**src/rtl/tomasula_types.sv**
```systemverilog
// Shared operation encoding for the Tomasulo back end.
package tomasula_types;

   typedef enum logic [1:0] {
      OP_ALU    = 2'd0,
      OP_LD     = 2'd1,
      OP_ST     = 2'd2,
      OP_BRANCH = 2'd3
   } op_t;

endpackage

```
**src/rtl/rob_param.sv**
```systemverilog
// Parametrised reorder buffer: in-order allocate, CDB capture by tag, in-order retire
// (LD/ST through a d-cache handshake) and single-cycle squash of a mispredicted path.
module rob_param
   import tomasula_types::*;
#(
   parameter int  DEPTH  = 8,
   parameter int  DATA_W = 32,
   localparam int TAG_W  = $clog2(DEPTH)
) (
   input  logic              clk,
   input  logic              rst,
   input  logic              alloc_valid,
   output logic              alloc_ready,
   input  op_t               alloc_op,
   input  logic [4:0]        alloc_rd,
   output logic [TAG_W-1:0]  alloc_tag,
   input  logic              cdb_valid,
   input  logic [TAG_W-1:0]  cdb_tag,
   input  logic [DATA_W-1:0] cdb_data,
   input  logic              flush_valid,
   input  logic [TAG_W-1:0]  flush_tag,
   output logic              mem_req,
   output logic              mem_we,
   input  logic              mem_resp,
   input  logic [DATA_W-1:0] mem_rdata,
   output logic              commit_valid,
   output op_t               commit_op,
   output logic [4:0]        commit_rd,
   output logic [DATA_W-1:0] commit_data,
   output logic [TAG_W-1:0]  commit_tag,
   output logic [TAG_W-1:0]  head_tag,
   output logic [TAG_W:0]    count,
   output logic              full,
   output logic              empty
);

   typedef enum logic {S_IDLE, S_MEM} state_t;

   state_t              state_q, state_d;
   logic [TAG_W-1:0]    head_q, head_d, tail_q, tail_d;
   logic [TAG_W:0]      count_q, count_d;
   logic [DEPTH-1:0]    busy_q, busy_d, done_q, done_d, squash;
   op_t                 op_q   [DEPTH];
   logic [4:0]          rd_q   [DEPTH];
   logic [DATA_W-1:0]   data_q [DEPTH];
   logic                do_alloc, do_retire, cdb_hit, head_ready, head_mem;
   logic [TAG_W-1:0]    span;

   logic                commit_valid_q;
   op_t                 commit_op_q;
   logic [4:0]          commit_rd_q;
   logic [DATA_W-1:0]   commit_data_q;
   logic [TAG_W-1:0]    commit_tag_q;

   assign full        = (count_q == (TAG_W+1)'(DEPTH));
   assign empty       = (count_q == '0);
   assign alloc_ready = rst && !full && !flush_valid;
   assign do_alloc    = alloc_valid && alloc_ready;
   assign cdb_hit     = cdb_valid && busy_q[cdb_tag] && !squash[cdb_tag];
   assign head_ready  = busy_q[head_q] && done_q[head_q];
   assign head_mem    = (op_q[head_q] == OP_LD) || (op_q[head_q] == OP_ST);
   assign mem_req     = (state_q == S_MEM);
   assign mem_we      = mem_req && (op_q[head_q] == OP_ST);

   // NOTE: every always_comb output gets a default first, so no path leaves it unassigned (no latch).
   always_comb begin
      state_d   = state_q;
      do_retire = 1'b0;
      case (state_q)
         S_IDLE: begin
            if (head_ready) begin
               if (head_mem) state_d   = S_MEM;
               else          do_retire = 1'b1;
            end
         end
         S_MEM: begin
            if (mem_resp) begin
               do_retire = 1'b1;
               state_d   = S_IDLE;
            end
         end
         default: state_d = S_IDLE;
      endcase
   end

   // Entry i is younger than the branch when its distance past flush_tag is below
   // the number of entries allocated after the branch.
   assign span = tail_q - flush_tag - 1'b1;

   always_comb begin
      squash = '0;
      for (int i = 0; i < DEPTH; i++)
         squash[i] = flush_valid && (TAG_W'(TAG_W'(i) - flush_tag - 1'b1) < span);
   end

   always_comb begin
      head_d  = head_q + TAG_W'(do_retire);
      tail_d  = tail_q + TAG_W'(do_alloc);
      count_d = count_q + (TAG_W+1)'(do_alloc) - (TAG_W+1)'(do_retire);
      if (flush_valid) begin
         tail_d  = flush_tag + 1'b1;
         count_d = (TAG_W+1)'(TAG_W'(flush_tag - head_d)) + 1'b1;
      end
   end

   always_comb begin
      busy_d = busy_q & ~squash;
      done_d = done_q & ~squash;
      if (cdb_hit) done_d[cdb_tag] = 1'b1;
      if (do_retire) begin
         busy_d[head_q] = 1'b0;
         done_d[head_q] = 1'b0;
      end
      if (do_alloc) begin
         busy_d[tail_q] = 1'b1;
         done_d[tail_q] = 1'b0;
      end
   end

   // NOTE: state flops use non-blocking assignments so every flop samples pre-edge values.
   always_ff @(posedge clk or negedge rst) begin
      if (!rst) begin
         state_q        <= S_IDLE;
         head_q         <= '0;
         tail_q         <= '0;
         count_q        <= '0;
         busy_q         <= '0;
         done_q         <= '0;
         commit_valid_q <= 1'b0;
         commit_op_q    <= OP_ALU;
         commit_rd_q    <= '0;
         commit_data_q  <= '0;
         commit_tag_q   <= '0;
      end else begin
         state_q        <= state_d;
         head_q         <= head_d;
         tail_q         <= tail_d;
         count_q        <= count_d;
         busy_q         <= busy_d;
         done_q         <= done_d;
         commit_valid_q <= do_retire;
         if (do_retire) begin
            commit_op_q   <= op_q[head_q];
            commit_rd_q   <= rd_q[head_q];
            commit_data_q <= (op_q[head_q] == OP_LD) ? mem_rdata : data_q[head_q];
            commit_tag_q  <= head_q;
         end
      end
   end

   // NOTE: payload arrays carry no reset; busy_q/done_q qualify every read of them.
   always_ff @(posedge clk) begin
      if (do_alloc) begin
         op_q[tail_q] <= alloc_op;
         rd_q[tail_q] <= alloc_rd;
      end
      if (cdb_hit) data_q[cdb_tag] <= cdb_data;
   end

   assign alloc_tag    = tail_q;
   assign head_tag     = head_q;
   assign count        = count_q;
   assign commit_valid = commit_valid_q;
   assign commit_op    = commit_op_q;
   assign commit_rd    = commit_rd_q;
   assign commit_data  = commit_data_q;
   assign commit_tag   = commit_tag_q;

   a_flush_names_branch: assert property (@(posedge clk) disable iff (!rst)
      flush_valid |-> (busy_q[flush_tag] && (op_q[flush_tag] == OP_BRANCH)));

endmodule
```
**config.mk**
```make
export PLATFORM = sky130hd
export DESIGN_NAME = rob_param
export DESIGN_NICKNAME = d
export VERILOG_FILES = /design/src/rtl/tomasula_types.sv /design/src/rtl/rob_param.sv
export SDC_FILE = /design/constraint.sdc
export NUM_CORES = 1
export LEC_CHECK = 0
export CORE_MARGIN = 3
export CORE_UTILIZATION = 60
export CTS_BUF_LIST = sky130_fd_sc_hd__clkbuf_8
export CTS_CLUSTER_SIZE = 30
export DETAILED_ROUTE_END_ITERATION = 8
export PLACE_DENSITY = 0.83
export RECOVER_POWER = 50
export SETUP_SLACK_MARGIN = 0.1
export SYNTH_ARGS = -nofsm -noshare
export SYNTH_HDL_FRONTEND = slang
export SYNTH_SLANG_ARGS = --single-unit
```
**constraint.sdc**
```tcl
create_clock -name clk -period 7 [get_ports clk]
set_input_delay 0.7 -clock clk [delete_from_list [all_inputs] [get_ports clk]]
set_output_delay 0.7 -clock clk [all_outputs]
set_load 0.01 [all_outputs]
```
==> results.yml, run 1 <==
die:
  die_w_um: 168.2
  core_sq_um: 25540
  die_area_sq_um: 28300
  fp.dieH_um: 168.2
  initial_utilization_pct: 61.82
  rows: 58
  ios: 141
yosys:
  yosysWarnings: 0
  synth.top_cells.by_count: "edfxtp_1 (312), nand2_1 (91), dfrtp_1 (70), a21oi_1 (68), mux4_2 (66)"
  seq_area_frac_synth_pct: 70.42
  synth_top_cell_by_area: "edfxtp_1"
  synth.cell_area_sq_um: 15790
  synthCells: 971
  async_reset_ff_share_pct: 18.32
  synthDistinctLibCells: 55
  synth_most_common_cell: "edfxtp_1"
  synth-seq-cells: 382
  synth_ff_type: "edfxtp_1"
  synth_edf_count: 312
  synth.area.top_cells: "edfxtp_1 (59%), dfrtp_1 (11%), mux4_2 (9.4%), mux2i_1 (2.8%), nand2_1 (2.2%)"
  syn_area_per_cell_sq_um: 16.26
  syn_nets: 1081
  synth_top_area_share_pct: 59.32
worst_hold_path:
  min_delay_path_depth: 2
  hp-class: "flop to flop"
place:
  placed_area_sq_um: 17570
  dp_hpwl_um: 20810
  dp_cells: 1406
  gp_congestion: 0.8440
  port_buffers: 140
timing:
  max-slew-margin-rel_pct: -128.5
  fin_crit_ns: 4.947
  fin_skew_ns: 0.01493
  max_slew.worst_pin.slew_ns: 3.428
  final.setup.tns_ns: 0
  slew_viol_final: 59
  hold_viol: 0
  fmax_mhz: 202.1
  grt_setup_unrepaired: "no"
  finalSetupViolCount: 0
  fin_crit_sh_pct: 70.67
critical_path:
  cp.arrival_ns: 4.36
  crit_type: "input pin to asynchronous set/reset pin"
  cp_data_required_time_ns: 6.42
  start_kind: "input pin"
  r2r_cells: 18
  end_kind: "asynchronous set/reset pin"
  regToRegSetupSlack_ns: 2.63
  worstPathMaxFanout: 58
clock_network:
  clock-sinks: 382
  tritoncts: "yes"
  cts-root-buf: "clkbuf_8"
  cts.clk_slew.worst_paths_ns: 0.06
  numCtsBuffers: 58
  htreeDepth: 2
  cts_resized: 0
  clk_path_buf_depth: 3
  clkLatencyLatePin_ns: 0.59
drt:
  drt_pass1_iterations: 5
  drt_iter0_markers: 725
  post_drt_wl_per_cell_um: 22.69
  routed_via_density: 6.056
  totalWireLength_um: 34370
  ant_nets: 0
  drc: 0
  vias: 9175
global_routing:
  grt-ovfl-total: 0
  grt_use_total_pct: 24.45
  grt_max_degree: 93
  grt_pass1_wl_um: 53760
  grt_pass1_vias: 9651
  antenna_found_initial: 3
pwr:
  p_leak_nw: 6.696
  powerDensity_nw_per_um2: 325.5
  ir_drop_v: 0.0003327
  finalPower_mw: 6.096
layout:
  fin_util_pct: 73.32
  final_nets: 1247
  final_area_sq_um: 18730
  syn_to_final_growth_pct: 18.59
  drive_gt1_share_pct: 16.39
  fin_cells: 1515
run_status:
  failed_checks: "max-capacitance violations, max-slew violations"
  status: "complete, but fails checks"
flow_run:
  drv_cap: 1
## cells by family after synthesis
| kind of cell | after synthesis | share of synthesized area (%) |
|---|---|---|
| and+or+nand+nor | 189 | 5.475 |
| xor gates and xnor gates | 13 | 0.7685 |
| buffers and inverters | 79 | 2.274 |
| DFF | 382 | 70.42 |
| muxes | 120 | 12.91 |
| AOI/OAI and AO/OA | 161 | 5.871 |
| adders and majority gates | 27 | 2.282 |
## worst max-delay path: stages
cell           delay, ns
dlygate4sd3_1       0.52
clkbuf_1            0.66
clkbuf_1            2.47
## per-layer routing
layer,routed length [um],track usage [%],vias up,share of wire (%)
met5,21,0,-,0.061
met4,901,8.040,4,2.6
met3,2437,4.884,79,7.1
met2,17280,41.33,386,50
met1,13740,32.43,4612,40
li1,-,-,4094,-
## cells in the final DEF (no fill, tap or decap), types with 23 or more instances in the layout
master	instances
edfxtp_1	312
nand2_1	91
clkdlybuf4s50_1	71
dlygate4sd3_1	69
a21oi_1	68
dfrtp_1	67
clkbuf_8	67
mux4_2	66
o21ai_0	52
inv_1	46
mux2i_1	44
nor2_1	39
ha_1	23
## registers in the layout (all words and copies together), names as in the netlist
name,flops
count,4
op_q,16
mem_req,1
commit_op,2
rd_q,40
done_q,8
commit_valid,1
commit_tag,3
commit_rd,5
alloc_tag,3
commit_data,32
head_tag,3
data_q,256
busy_q,8
## final timing paths
check | from | end
worst min-delay path | commit_data[6] | commit_data[6]
worst max-delay path | rst | head_tag[2]
min in group asynchronous | rst | commit_data[13]
max in group clk | flush_tag[0] | data_q[6][21]
worst max register to register | head_tag[0] | count[2]
worst min register to register | commit_data[6] | commit_data[6]
## repair_timing
action | in CTS | in global routing
hold endpoints to repair | 12 | 0
hold buffers | 1 | 0
setup buffers | 0 | 0
## through the flow
stage                     worst slack, ns  hold slack [ns]
after floorplan                    0.4898           0.4044
after global placement              2.003           0.4616
after detailed placement            1.911           0.4692
after CTS                           2.504           0.4786
after global routing                1.162           0.5004
final                               2.053           0.4706
## cell type report
cell class	instances	area, sq um
fill	1537	6817
antenna	1	2.502
multi-input combinational	510	4390
inverter	26	97.59
clock inverter	40	234.0
timing repair buffer	159	1536
tap	330	412.9
clock buffer	67	922.1
sequential	382	11130
## power breakdown
part | switching [mW] | leakage, nW | internal [mW]
Clock | 0.824 | 0.670 | 0.949
Sequential | 0.144 | 3.71 | 2.62
Combinational | 0.819 | 2.31 | 0.737
Total | 1.79 | 6.70 | 4.31
(Power assumes the default switching activity.)
==> inputs of run 2 (changes only) <==
--- a/config.mk
+++ b/config.mk
@@ -6,11 +6,11 @@
 export NUM_CORES = 1
 export LEC_CHECK = 0
 export CORE_MARGIN = 3
-export CORE_UTILIZATION = 60
+export CORE_UTILIZATION = 54
 export CTS_BUF_LIST = sky130_fd_sc_hd__clkbuf_8
 export CTS_CLUSTER_SIZE = 30
 export DETAILED_ROUTE_END_ITERATION = 8
-export PLACE_DENSITY = 0.83
+export PLACE_DENSITY = 0.78
 export RECOVER_POWER = 50
 export SETUP_SLACK_MARGIN = 0.1
 export SYNTH_ARGS = -nofsm -noshare
==> constraint.sdc (replaced) <==
create_clock -name clk -period 4.3 [get_ports clk]
set_input_delay 0.43 -clock clk [delete_from_list [all_inputs] [get_ports clk]]
set_output_delay 0.43 -clock clk [all_outputs]
set_load 0.01 [all_outputs]
==> run 2 against run 1 <==
The flow now finishes without violations. Global-route usage shrank 2.3 points. Register-to-register slack worse by 2.3 ns. Combinational power up 68%. Final cell count is 5.1% higher. Count of clock-buffer cells in the layout down 2. Wire length shrank 0.60%. Worst hold slack worse by 0.0077 ns. Final area up 1.9%. Die area increased by 11%. Critical path type is now flop to flop. Critical endpoint is now count[2]. Largest cell class unchanged.
==> results.yml, run 2 (synthesized netlist as in run 1, its figures left out) <==
run_status:
  status: "finished clean"
die:
  rows: 61
  die_w_um: 177.0
  core_sq_um: 28320
  fp.dieH_um: 177.0
  die_area_sq_um: 31330
  initial_utilization_pct: 55.77
  ios: 141
layout:
  final_common_cell: "edfxtp_1"
  largest_register_ffs: 256
  final_nets: 1272
  final_area_sq_um: 19090
  syn_to_final_growth_pct: 20.86
  largest_register: "data_q"
  fin_cells: 1592
  fillerInstances: 1837
  mostFrequentLayoutCells: "edfxtp_1 (312), nand2_1 (91), clkdlybuf4s50_1 (71)"
  drive_gt1_share_pct: 18.05
  multi_input_area_sq_um: 4449
  register_area_sq_um: 11130
timing:
  fin_crit_sh_pct: 91.52
  fin_skew_ns: 0.03230
  slew_viol_final: 0
  fmax_mhz: 254.1
  hold_viol: 0
  finalSetupViolCount: 0
  grt_setup_unrepaired: "no"
  max-slew-margin-rel_pct: 2.074
  max_slew.worst_pin.slew_ns: 1.469
  fin_crit_ns: 3.936
pwr:
  p_int_mw: 7.042
  p_leak_nw: 6.826
  ir_drop_v: 0.0003668
  seqPwrFrac_pct: 44.8
  power.switching_mw: 2.945
  sw_frac_of_total_pct: 29.49
  clock_power_share_pct: 28.9
  share_comb_of_total_power_pct: 26.2
  powerDensity_nw_per_um2: 523.2
drt:
  ant_nets: 0
  routed_via_density: 5.760
  drt_pass1_iterations: 5
  drc: 0
  totalWireLength_um: 34170
  post_drt_wl_per_cell_um: 21.46
  vias: 9170
  drt_iter0_markers: 700
clock_network:
  numCtsBuffers: 60
  tritoncts: "yes"
  htreeDepth: 2
  clkLatencyLatePin_ns: 0.61
  cts.clk_slew.worst_paths_ns: 0.06
  clock-sinks: 382
  cts-root-buf: "clkbuf_8"
  clk_path_buf_depth: 3
critical_path:
  crit_type: "flop to flop"
  slowest_stage: "dfrtp_4"
  end_kind: "flop"
  path_buf_inv: 2
  crit_family: "adder cells"
  cp.arrival_ns: 4.45
  cp_cell_sequence: "mux2i_1 > nor2_1 > a21oi_1 > o22ai_1 > a21oi_1 > ha_1 > mux2_2 > o211ai_4 > inv_1 > ha_1 > ha_1 > inv_1 > fa_1 > xnor2_1 > xnor2_1 > xnor2_1 > nand2_1 > o21ai_0"
  cp_data_required_time_ns: 4.81
  worstPathMaxFanout: 22
  start_kind: "flop"
  max_stage_delay_ns: 0.60
global_routing:
  use_met3_pct: 4.569
  grtUsageMet2_pct: 35.80
  grt-ovfl-total: 0
  gr-usage-met1_pct: 31.19
  grt_pass1_vias: 9430
  grt-busiest-layer: "met2"
  grt_use_total_pct: 22.18
  grt_max_degree: 93
  antenna_found_initial: 2
  grt_pass1_wl_um: 53200
place:
  gp_congestion: 0.8581
  port_buffers: 140
  dp_hpwl_um: 21720
  dp_cells: 1477
  placed_area_sq_um: 17920
worst_hold_path:
  hp-class: "input pin to flop"
flow_run:
  drv_cap: 0
-- run 2: cell types whose count changed in the layout (fill, tap and decap cells not counted), moves of 2 or more --
| cell | delta |
|---|---|
| nor4_4 | +5 |
| nor4_2 | -5 |
| clkinv_2 | -2 |
| clkbuf_8 | -2 |
| inv_8 | +2 |
| buf_4 | +18 |
| buf_12 | +5 |
| inv_1 | -5 |
| clkinv_1 | +14 |
-- run 2: repair_timing --
action                                  CTS  global route
hold buffers                              1             0
endpoints found under the hold margin    19             0
buffers inserted                          0             0
resized for setup                         0             1
endpoints found under the setup margin    0             1
-- run 2: worst min-delay path: stages --
cell	delay (ns)
clkdlybuf4s50_1	0.39
a21oi_1	0.13
o21ai_0	0.07
-- run 2: area by class of cell --
type | count | share of cell area (%)
inverters | 26 | 0.5113
clock inverters | 48 | 1.383
multi-input cells | 510 | 23.31
repair buffers | 182 | 9.289
flip-flops and latches | 382 | 58.33
well taps | 378 | 2.478
clock buffers | 65 | 4.687
diodes | 1 | 0.01311
-- run 2: through the flow --
step                TNS (ns)  utilization (%)  hold WS [ns]  setup WS (ns)  total power [mW]
floorplan             -28.78                -        0.1344        -0.3087             6.158
global placement           0            63.28        0.3552         0.1571             7.175
detailed placement         0            63.28        0.3574        0.09431             7.240
CTS                        0            67.41        0.2581         0.2723             10.14
global route               0            67.41        0.4813         0.1466             10.52
finish                     0            67.41        0.4630         0.3645             9.987
-- run 2: worst paths after layout --
check / startpoint / to / slack [ns] / cells after the start
min in group asynchronous: rst / commit_data[19] / 0.72 / 2
worst max-delay path: head_tag[0] / count[2] / 0.36 / 18
max in group asynchronous: rst / head_tag[2] / 1.37 / 3
worst min-delay path: mem_rdata[17] / commit_data[17] / 0.46 / 3
worst max register to register: head_tag[0] / count[2] / 0.36 / 18
worst min register to register: commit_data[5] / commit_data[5] / 0.47 / 2
-- run 2: power groups by stage --
stage               Combinational (mW)  Clock [mW]  Sequential, mW
finish                            2.62        2.89            4.48
global route                      2.88        3.13            4.51
floorplan                         1.57           0            4.59
global placement                  2.64           0            4.54
CTS                               2.71        2.95            4.48
detailed placement                2.69           0            4.55
-- run 2: metal layers --
| metal | up-vias | wire, um |
|---|---|---|
| met5 | - | 13 |
| met4 | 2 | 633 |
| met3 | 57 | 2531 |
| met2 | 397 | 16910 |
| met1 | 4562 | 14080 |
| li1 | 4152 | - |
